`src/rtl/cpu_wb_scheduler.sv`:
```
// -----------------------------------------------------------------------------
// cpu_wb_scheduler
//
// Arbitrates the single register-file write port between N_REQ writeback
// sources (0 = ALU, 1 = load/store, 2 = mul/div) and tracks outstanding
// writes per architectural register for the issue stage.
//
// Round-robin arbitration: the search starts at the pointer, ascends and
// wraps. The winner is registered onto the write port one cycle later.
// Each register has a small pending counter. An accepted issue increments
// it. A committing write decrements it. The counters drive the RAW/WAW stall
// status outputs.
//
// Ports
//   clk, reset             clock, asynchronous active-high reset
//   req_valid[N_REQ]       requester i holds a writeback
//   req_ready[N_REQ]       requester i granted this cycle (one-hot or zero)
//   req_rd[5*N_REQ]        destination register of requester i
//   req_data[XLEN*N_REQ]   write data of requester i
//   rd_addr/rd_data        registered register-file write address/data
//   rd_write_en            registered register-file write strobe
//   issue_en/issue_rd      instruction issuing with destination issue_rd
//   rs1_query/rs2_query    source registers of the candidate instruction
//   rs1_busy/rs2_busy      source has an outstanding write
//   issue_full             issue_rd counter saturated, issue must stall
//   dbg_pending            bit r set when xr has any outstanding write
// -----------------------------------------------------------------------------
module cpu_wb_scheduler #(
    parameter int XLEN  = 32,
    parameter int N_REQ = 3,
    parameter int CNT_W = 2
) (
    input  logic                    clk,
    input  logic                    reset,
    input  logic [N_REQ-1:0]        req_valid,
    output logic [N_REQ-1:0]        req_ready,
    input  logic [5*N_REQ-1:0]      req_rd,
    input  logic [XLEN*N_REQ-1:0]   req_data,
    output logic [4:0]              rd_addr,
    output logic [XLEN-1:0]         rd_data,
    output logic                    rd_write_en,
    input  logic                    issue_en,
    input  logic [4:0]              issue_rd,
    input  logic [4:0]              rs1_query,
    input  logic [4:0]              rs2_query,
    output logic                    rs1_busy,
    output logic                    rs2_busy,
    output logic                    issue_full,
    output logic [31:0]             dbg_pending
);

    localparam int PTR_W = $clog2(N_REQ);
    localparam logic [CNT_W-1:0] CNT_MAX  = {CNT_W{1'b1}};
    localparam logic [CNT_W-1:0] CNT_ZERO = {CNT_W{1'b0}};
    localparam logic [CNT_W-1:0] CNT_ONE  = CNT_W'(1);

    // Arbitration state and registered write port
    logic [PTR_W-1:0]   ptr_r;
    logic [4:0]         rd_addr_r;
    logic [XLEN-1:0]    rd_data_r;
    logic               rd_write_en_r;

    // Arbitration results
    logic               grant_found_s;
    logic [PTR_W-1:0]   grant_idx_s;
    logic [PTR_W-1:0]   ptr_next_s;
    logic [N_REQ-1:0]   req_ready_s;
    logic [4:0]         sel_rd_s;
    logic [XLEN-1:0]    sel_data_s;

    // Scoreboard
    logic [CNT_W-1:0]   cnt_r [32];
    logic [31:0]        inc_s;
    logic [31:0]        dec_s;
    logic               issue_full_s;
    logic               rs1_busy_s;
    logic               rs2_busy_s;
    logic [31:0]        pending_s;
    logic               dec_err_s;

    // Requester index reached by stepping 'offs' places past 'base', wrapping at N_REQ
    function automatic logic [PTR_W-1:0] rr_index(input logic [PTR_W-1:0] base, input int offs);
        int sum;
        sum = int'(base) + offs;
        sum = (sum >= N_REQ) ? (sum - N_REQ) : sum;
        return PTR_W'(sum);
    endfunction

    // Round-robin search from ptr_r; the first valid requester wins
    always_comb begin
        logic [PTR_W-1:0] cand_v;
        logic             hit_v;
        grant_found_s = 1'b0;
        grant_idx_s   = {PTR_W{1'b0}};
        cand_v        = {PTR_W{1'b0}};
        hit_v         = 1'b0;
        for (int k = 0; k < N_REQ; k++) begin
            cand_v        = rr_index(ptr_r, k);
            hit_v         = !grant_found_s && req_valid[cand_v];
            grant_idx_s   = hit_v ? cand_v : grant_idx_s;
            grant_found_s = grant_found_s | hit_v;
        end
    end

    // One-hot ready, winner's payload and the pointer value after a grant
    always_comb begin
        req_ready_s = {N_REQ{1'b0}};
        for (int i = 0; i < N_REQ; i++) begin
            req_ready_s[i] = grant_found_s && (grant_idx_s == PTR_W'(i));
        end
        sel_rd_s   = req_rd[5*grant_idx_s +: 5];
        sel_data_s = req_data[XLEN*grant_idx_s +: XLEN];
        ptr_next_s = (grant_idx_s == PTR_W'(N_REQ - 1)) ? {PTR_W{1'b0}}
                                                         : (grant_idx_s + PTR_W'(1));
    end

    // Register the granted writeback onto the write port and advance the pointer.
    // A write to x0 is accepted but never strobes the register file.
    always_ff @(posedge clk or posedge reset) begin
        if (reset) begin
            ptr_r         <= {PTR_W{1'b0}};
            rd_addr_r     <= 5'd0;
            rd_data_r     <= {XLEN{1'b0}};
            rd_write_en_r <= 1'b0;
        end else if (grant_found_s) begin
            ptr_r         <= ptr_next_s;
            rd_addr_r     <= sel_rd_s;
            rd_data_r     <= sel_data_s;
            rd_write_en_r <= (sel_rd_s != 5'd0);
        end else begin
            ptr_r         <= ptr_r;
            rd_addr_r     <= rd_addr_r;
            rd_data_r     <= rd_data_r;
            rd_write_en_r <= 1'b0;
        end
    end

    // Per-register increment (accepted issue) and decrement (commit) requests.
    // Neither can ever target x0, so cnt_r[0] stays at zero.
    always_comb begin
        inc_s = 32'd0;
        dec_s = 32'd0;
        for (int r = 0; r < 32; r++) begin
            inc_s[r] = issue_en && (issue_rd == 5'(r)) && (r != 0) && !issue_full_s;
            dec_s[r] = rd_write_en_r && (rd_addr_r == 5'(r));
        end
    end

    // Pending counters: the decrement lands on the same edge the register file
    // commits, so busy drops exactly when the new value becomes readable
    always_ff @(posedge clk or posedge reset) begin
        if (reset) begin
            for (int r = 0; r < 32; r++) begin
                cnt_r[r] <= CNT_ZERO;
            end
        end else begin
            for (int r = 0; r < 32; r++) begin
                case ({inc_s[r], dec_s[r]})
                    2'b10:   cnt_r[r] <= cnt_r[r] + CNT_ONE;
                    2'b01:   cnt_r[r] <= (cnt_r[r] == CNT_ZERO) ? CNT_ZERO : (cnt_r[r] - CNT_ONE);
                    default: cnt_r[r] <= cnt_r[r];
                endcase
            end
        end
    end

    // Hazard status derived from the counters
    always_comb begin
        issue_full_s = (cnt_r[issue_rd] == CNT_MAX);
        rs1_busy_s   = (cnt_r[rs1_query] != CNT_ZERO);
        rs2_busy_s   = (cnt_r[rs2_query] != CNT_ZERO);
        pending_s    = 32'd0;
        for (int r = 1; r < 32; r++) begin
            pending_s[r] = (cnt_r[r] != CNT_ZERO);
        end
        dec_err_s    = rd_write_en_r && (cnt_r[rd_addr_r] == CNT_ZERO);
    end

`ifndef SYNTHESIS
    // Flag a commit to a register that had no outstanding write
    always_ff @(posedge clk) begin
        if (!reset && dec_err_s) begin
            $error("ERROR cpu_wb_scheduler: writeback to x%0d with no pending write", rd_addr_r);
        end
    end
`endif

    assign req_ready   = req_ready_s;
    assign rd_addr     = rd_addr_r;
    assign rd_data     = rd_data_r;
    assign rd_write_en = rd_write_en_r;
    assign issue_full  = issue_full_s;
    assign rs1_busy    = rs1_busy_s;
    assign rs2_busy    = rs2_busy_s;
    assign dbg_pending = pending_s;

endmodule

```
`config.mk`:
```
export PLATFORM = sky130hd
export DESIGN_NAME = cpu_wb_scheduler
export DESIGN_NICKNAME = d
export VERILOG_FILES = /design/src/rtl/cpu_wb_scheduler.sv
export SDC_FILE = /design/constraint.sdc
export NUM_CORES = 1
export LEC_CHECK = 0
export BUFFER_PORTS_ARGS = -buffer_cell sky130_fd_sc_hd__buf_2
export CAP_MARGIN = 20
export CORE_ASPECT_RATIO = 1.1
export CORE_UTILIZATION = 55
export DETAILED_ROUTE_END_ITERATION = 6
export PLACE_DENSITY = 0.82
export SLEW_MARGIN = 10
export SYNTH_ARGS = -nofsm -noshare
export SYNTH_HDL_FRONTEND = slang
export SYNTH_SLANG_ARGS = --single-unit
```
`constraint.sdc`:
```
create_clock -name clk -period 3.9 [get_ports clk]
set_clock_uncertainty 0.05 [all_clocks]
set_input_delay 0.39 -clock clk [delete_from_list [all_inputs] [get_ports clk]]
set_output_delay 0.39 -clock clk [all_outputs]
set_load 0.05 [all_outputs]
```
Word-level counts from Yosys, hierarchy flattened
Index checks and enable logic that the tools add are counted.
Widths: inputs -> output; s select.
{"block": "totals", "output_inout_bits": 76, "inputBits": 132, "word_cells": 536, "ff_bits": 104}
{"block": "op_classes", "n_mux": 86, "bitwise": 5, "add_sub_neg": 69, "magnitude_cmp": 9, "n_eq_ne": 127, "n_mul": 1, "n_reduce_logical": 201, "shift": 2}
{"op": "$eq 5x5->1 const B", "n": 32}
{"op": "$reduce_bool 2->1", "n": 64}
{"op": "$pmux 2 s2", "n": 31}
{"op": "$logic_and 1x1->1", "n": 99}
{"op": "$shiftx 96x8->32", "n": 1}
{"op": "$mux 2", "n": 45}
{"op": "$eq 5x4->1 const B", "n": 16}
{"op": "$eq 2x2->1 const B", "n": 33}
{"op": "$logic_not 2->1", "n": 33}
{"op": "$add 2x1->2 const B", "n": 32}
{"op": "$eq 2x1->1 const B", "n": 32}
{"op": "$sub 2x1->2 const B", "n": 32}
{"op": "$eq 5x3->1 const B", "n": 8}
{"op": "$bmux 2 s5", "n": 3}
{"op": "$eq 5x2->1 const B", "n": 4}
{"op": "$ge 6x6->1 const B", "n": 3}
{"op": "$not 5->6", "n": 3}
{"op": "$shiftx 15x6->5", "n": 1}
{"op": "$eq 5x1->1 const B", "n": 2}
{"op": "$lt 2x3->1 const B", "n": 3}
{"op": "$bmux 1 s2", "n": 3}
{"op": "$ge 3x2->1 const B", "n": 2}
{"op": "$sub 2x2->2 const B", "n": 3}
{"op": "$logic_not 5->1", "n": 1}
{"op": "8 further kinds", "n": 14}

Logic depth before layout (Yosys ltp)
{"block": "logic_depth", "word_depth": 14, "depth_mapped": 13, "mapped_depth_nobuf": 11}

Least setup slack after synthesis
OpenSTA, ideal clock, no wires.
{"block": "synth_path", "path_type": "reg2reg", "start": "register ptr_r[1]", "end": "register ptr_r[0]", "required_ns": 3.659, "stages_incl_launch_ff": 10, "setup_time_ns": 0.191, "t_arrival_ns": 2.818, "synth_period_minus_slack_ns": 3.059, "setup_slack_ns": 0.841, "path_buffers": 1, "path_cell_list": "dfrtp_1 -> inv_1 -> ha_1 -> buf_2 -> mux2i_2 -> mux2_2 -> o21ai_0 -> o21ai_0 -> a21boi_0 -> o21ai_0"}
{"block": "synth_via", "elab_chain_len": 12, "word_cells_on_any_way": 29, "cone_classes": "add/sub (6); order compare (3); eq/ne (1); mux (13); bitwise (2); reduce/logical (4)"}
{"element": "from (decl)", "line": "58", "source": "logic [PTR_W-1:0] ptr_r;"}
{"element": "from (signal assigned)", "line": "121", "source": "ptr_r <= {PTR_W{1'b0}};"}
{"element": "from (signal assigned)", "line": "126", "source": "ptr_r <= ptr_next_s;"}
{"element": "from (signal assigned)", "line": "131", "source": "ptr_r <= ptr_r;"}
{"element": "$add 2x1->3, or another cell as far along", "line": "84", "source": "sum = int'(base) + offs;"}
{"element": "$ge 3x2->1, or another cell as far along", "line": "85", "source": "sum = (sum >= N_REQ) ? (sum - N_REQ) : sum;"}
{"element": "$mux 2 or $bmux 1 s2 (tied branches)", "line": "85, 99"}
{"element": "$bmux 1 s2 or $mux 1 (tied branches)", "line": "99", "source": "hit_v = !grant_found_s && req_valid[cand_v];"}
{"element": "$mux 1 (not written as such) or $logic_not 1->1 (tied branches)", "line": "99"}
{"element": "$logic_and 1x1->1", "line": "99"}
{"element": "$or 1x1->1", "line": "101", "source": "grant_found_s = grant_found_s | hit_v;"}
{"element": "$logic_not 1->1", "line": "99"}
{"element": "$logic_and 1x1->1", "line": "99"}
{"element": "$mux 2", "line": "100", "source": "grant_idx_s = hit_v ? cand_v : grant_idx_s;"}
{"element": "$add 2x1->2 or $eq 2x2->1 (tied branches)", "line": "114, 113"}
{"element": "$mux 2", "line": "113", "source": "ptr_next_s = (grant_idx_s == PTR_W'(N_REQ - 1)) ? {PTR_W{1'b0}}"}
Parallel ways exist; a longest one is shown, timed or not. The select of a mux whose other input is x is not followed.
A chain may end at the register's enable or synchronous reset.

Worst setup path in the final report
{"block": "layout_path", "start": "register ptr_r[1]", "end": "output port req_ready[2]"}
{"block": "layout_via", "elab_chain_len": 12, "word_cells_on_any_way": 28, "cone_classes": "add/sub (5); order compare (3); eq/ne (1); mux (12); bitwise (2); reduce/logical (5)"}
{"element": "$add 2x1->3, or another cell as far along", "line": "84"}
{"element": "$ge 3x2->1, or another cell as far along", "line": "85"}
{"element": "$mux 2 or $bmux 1 s2 (tied branches)", "line": "85, 99"}
{"element": "$bmux 1 s2 or $mux 1 (tied branches)", "line": "99"}
{"element": "$mux 1 (not written as such) or $logic_not 1->1 (tied branches)", "line": "99"}
{"element": "$logic_and 1x1->1", "line": "99"}
{"element": "$or 1x1->1", "line": "101"}
{"element": "$logic_not 1->1", "line": "99"}
{"element": "$logic_and 1x1->1", "line": "99"}
{"element": "$mux 2", "line": "100"}
{"element": "$eq 2x2->1", "line": "109", "source": "req_ready_s[i] = grant_found_s && (grant_idx_s == PTR_W'(i));"}
{"element": "$logic_and 1x1->1 (*)", "line": "109"}
{"element": "to (decl)", "line": "36", "source": "output logic [N_REQ-1:0] req_ready,"}
Every way passes the cells marked *; elsewhere a longest branch is shown, timed or not. The select of a mux whose other input is x is not followed.

==> results.cfg <==
[status]
status = completed

[sta]
max_freq_mhz = 287.8
fin_crit_sh_pct = 89.09
setup_viol = 0
drv_slew = 0
rsz0062_at_grt = no
period_minus_slack_ns = 3.474
maxSlewHeadroom_pct = 47.71
fin_tns_setup_ns = 0
max_slew.worst_pin.slew_ns = 0.7844
finalHoldViolCount = 0

[synth]
syn_inst = 933
synth_top_area_cell = dfrtp_1
yosys_warnings = 0
yosys_most_used_dff = dfrtp_1
synth-edff-count = 0
synth.distinct_cells = 54
yosys-top-cells-area = dfrtp_1 (30%), ha_1 (19%), mux2i_1 (6.3%)
ys_async_sr_fraction_pct = 100.0
synth_nets = 1193
synth_top_area_share_pct = 30.14
synth_seq_cells = 104
syn_area_um2 = 8633
ys_seq_area_share_pct = 30.14
syn_avg_cell_area_um2 = 9.253

[grt]
grt_max_degree = 48
grt_pass1_vias = 7548
antenna_found_initial = 2
grt_pass1_wl_mm = 35.85
overflow = 0
track_usage_pct = 28.18

[worst_setup_path]
critPathLaunchType = flip-flop
cp_max_fo = 22
path_class = flip-flop to primary output
worst_setup_path_end_kind = primary output
cp.required_ns = 3.46
cp.arrival_ns = 3.03

[pwr]
ir_drop_mv = 0.6733
p_leak_nw = 4.876
pwr_density_cell_nw_per_um2 = 890.4

[floorplan]
dieArea_um2 = 16200
initial_core_util_pct = 56.90
dieHeight_um = 133.4
num_rows = 47
die_w_um = 121.5
core_um2 = 15170
io_pins = 208

[route]
ant_nets = 0
drt_wl_total_mm = 22.56
first_pass_iters = 5
via_count = 7841
drt-wirelength-per-cell_um = 17.02
drc = 0
initialDrtViolationCount = 556
vias_per_cell = 5.913

[clocking]
clk_path_buf_depth = 2
cts_root_buffer = clkbuf_16
cts_inserted_buffers = 9
cts_tree = built
ctsHoldBuffers = 0
clkLatencyLatePin_ns = 0.35
htreeDepth = 3
clkSinkCount = 104
clkTransAtPathRegs_ns = 0.07
post_cts.repair.setup_buffers = 0
cts-resized-gates = 0

[finish]
nets = 1384
syn_to_final_growth_pct = 17.25
layout-drive-gt1-share_pct = 23.58
finalInstanceArea_um2 = 10120

[place]
placement.io_buffers = 206
hpwlAfterDp_mm = 17.56
placed_area_um2 = 9814
gp_congestion = 0.8914

[run]
maxCapViolCount = 0

[min_path]
holdCritPathClass = primary input to asynchronous set/reset pin
## sequential cells by signal, indices dropped and copies added, names as in the netlist
register	count
cnt_r	64
rd_write_en	1
ptr_r	2
rd_addr	5
rd_data	32
## cell families (layout without fill, tap and decap cells)
family,Yosys count,count (layout),share of synthesized area (%)
AO/OA/AOI/OAI,197,197,16.38
adder cells (fa/ha/maj),128,128,18.55
buffers and inverters,136,331,6.478
flip-flops,104,104,30.14
multiplexers,79,79,12.06
other,1,3,0.04344
AND/OR/NAND/NOR,288,288,16.35
## metrics by stage
| step | power, W | instances | util (%) | setup WS (ns) | hold slack, ns |
|---|---|---|---|---|---|
| floorplan | 0.006671 | 933 | - | 0.7278 | 0.4508 |
| global placement | 0.007860 | 1309 | 64.69 | 0.5607 | 0.4062 |
| detailed placement | 0.008045 | 1309 | 64.69 | 0.4831 | 0.4101 |
| CTS | 0.009036 | 1324 | 66.68 | 0.4311 | 0.09994 |
| global route | 0.009650 | 1326 | 66.72 | 0.2534 | 0.1132 |
| finish | 0.009013 | 1326 | 66.72 | 0.4256 | 0.07278 |
## worst max-delay path: stages, from the launching register on
cell	delay, ns
dfrtp_1	0.42
inv_1	0.09
ha_1	0.38
mux2i_2	0.38
mux2i_2	0.22
a311o_1	0.33
nand2_1	0.13
buf_4	0.27
and2_1	0.16
buf_2	0.30
## layout by cell type (no fill, tap or decap), types with 2 or more instances in the layout
master     netlist  final
clkbuf_16        0      9
a211oi_1        56     56
dfrtp_1        104    104
or3_1            5      5
o21a_1           2      2
buf_2            9    206
a22o_1          16     16
mux2_2           4      4
nor2_1          79     78
nor3_1          43     43
bufinv_16        0      2
nand3_1         25     25
clkinv_2         0      2
nand4b_1         3      3
clkbuf_1        18      2
ha_1           128    128
a221o_1         16     16
mux2i_1         54     54
a21oi_1          6      6
nor3b_1         29     29
nand2b_1        10     10
a22oi_1          4      4
buf_4            2     11
nor2b_1          5      5
diode_2          0      2
and2_1           4      4
mux2i_2          2      2
a21o_1          14     14
o31ai_1         17     17
nand3b_1         7      7
inv_1           98     97
a21boi_0         2      2
nor4_1           2      2
mux4_2          19     19
nand2_1         67     67
or2_2            4      4
o21ai_0         52     52
## worst paths after layout
check | startpoint | to | slack, ns | depth (start not counted)
max | ptr_r[1] | req_ready[2] | 0.43 | 9
min | reset | rd_data[9] | 0.07 | 2
max reg2reg | ptr_r[1] | rd_write_en | 0.72 | 10
min reg2reg | rd_data[10] | rd_data[10] | 0.42 | 1
max in group asynchronous | reset | rd_data[8] | 2.85 | 3
min in group clk | req_data[0] | rd_data[0] | 0.22 | 2
## area by class of cell
| type | instances | area [um2] |
|---|---|---|
| multi-input combinational | 693 | 5479 |
| fill | 1283 | 5050 |
| sequential | 104 | 2603 |
| timing repair buffer | 217 | 1114 |
| inverter | 99 | 374.1 |
| tap | 196 | 245.2 |
| clock buffer | 11 | 232.7 |
| clock inverter | 4 | 70.07 |
| antenna | 2 | 5.005 |
## cell usage after synthesis (3+ instances only)
master and n:
a21oi_1 6, clkbuf_1 18, mux4_2 19, mux2_2 4
nor2_1 79, buf_1 4, ha_1 128, and2_1 4
or2_2 4, a21o_1 14, a22o_1 16, a221o_1 16
nand3_1 25, a211oi_1 56, dfrtp_1 104, inv_1 98
nand2_1 67, o21ai_0 52, buf_6 4, nor3b_1 29
o31ai_1 17, or3_1 5, nand2b_1 10, nand4b_1 3
a22oi_1 4, nor3_1 43, nand3b_1 7, buf_2 9
mux2i_1 54, nor2b_1 5
## per-layer routing
layer	up-vias	routed length (um)	global-route usage [%]
li1	3725	-	-
met2	334	11280	49.81
met1	3724	9090	33.87
met5	-	0	0
met4	0	763	12.21
met3	58	1433	3.896
## power breakdown
group / switching (W) / internal, W
registers: 0.000617 / 0.00161
clock network: 0.000411 / 0.000558
logic: 0.00376 / 0.00205
total: 0.00479 / 0.00423
Note: power is estimated with default switching activity, not from simulation.
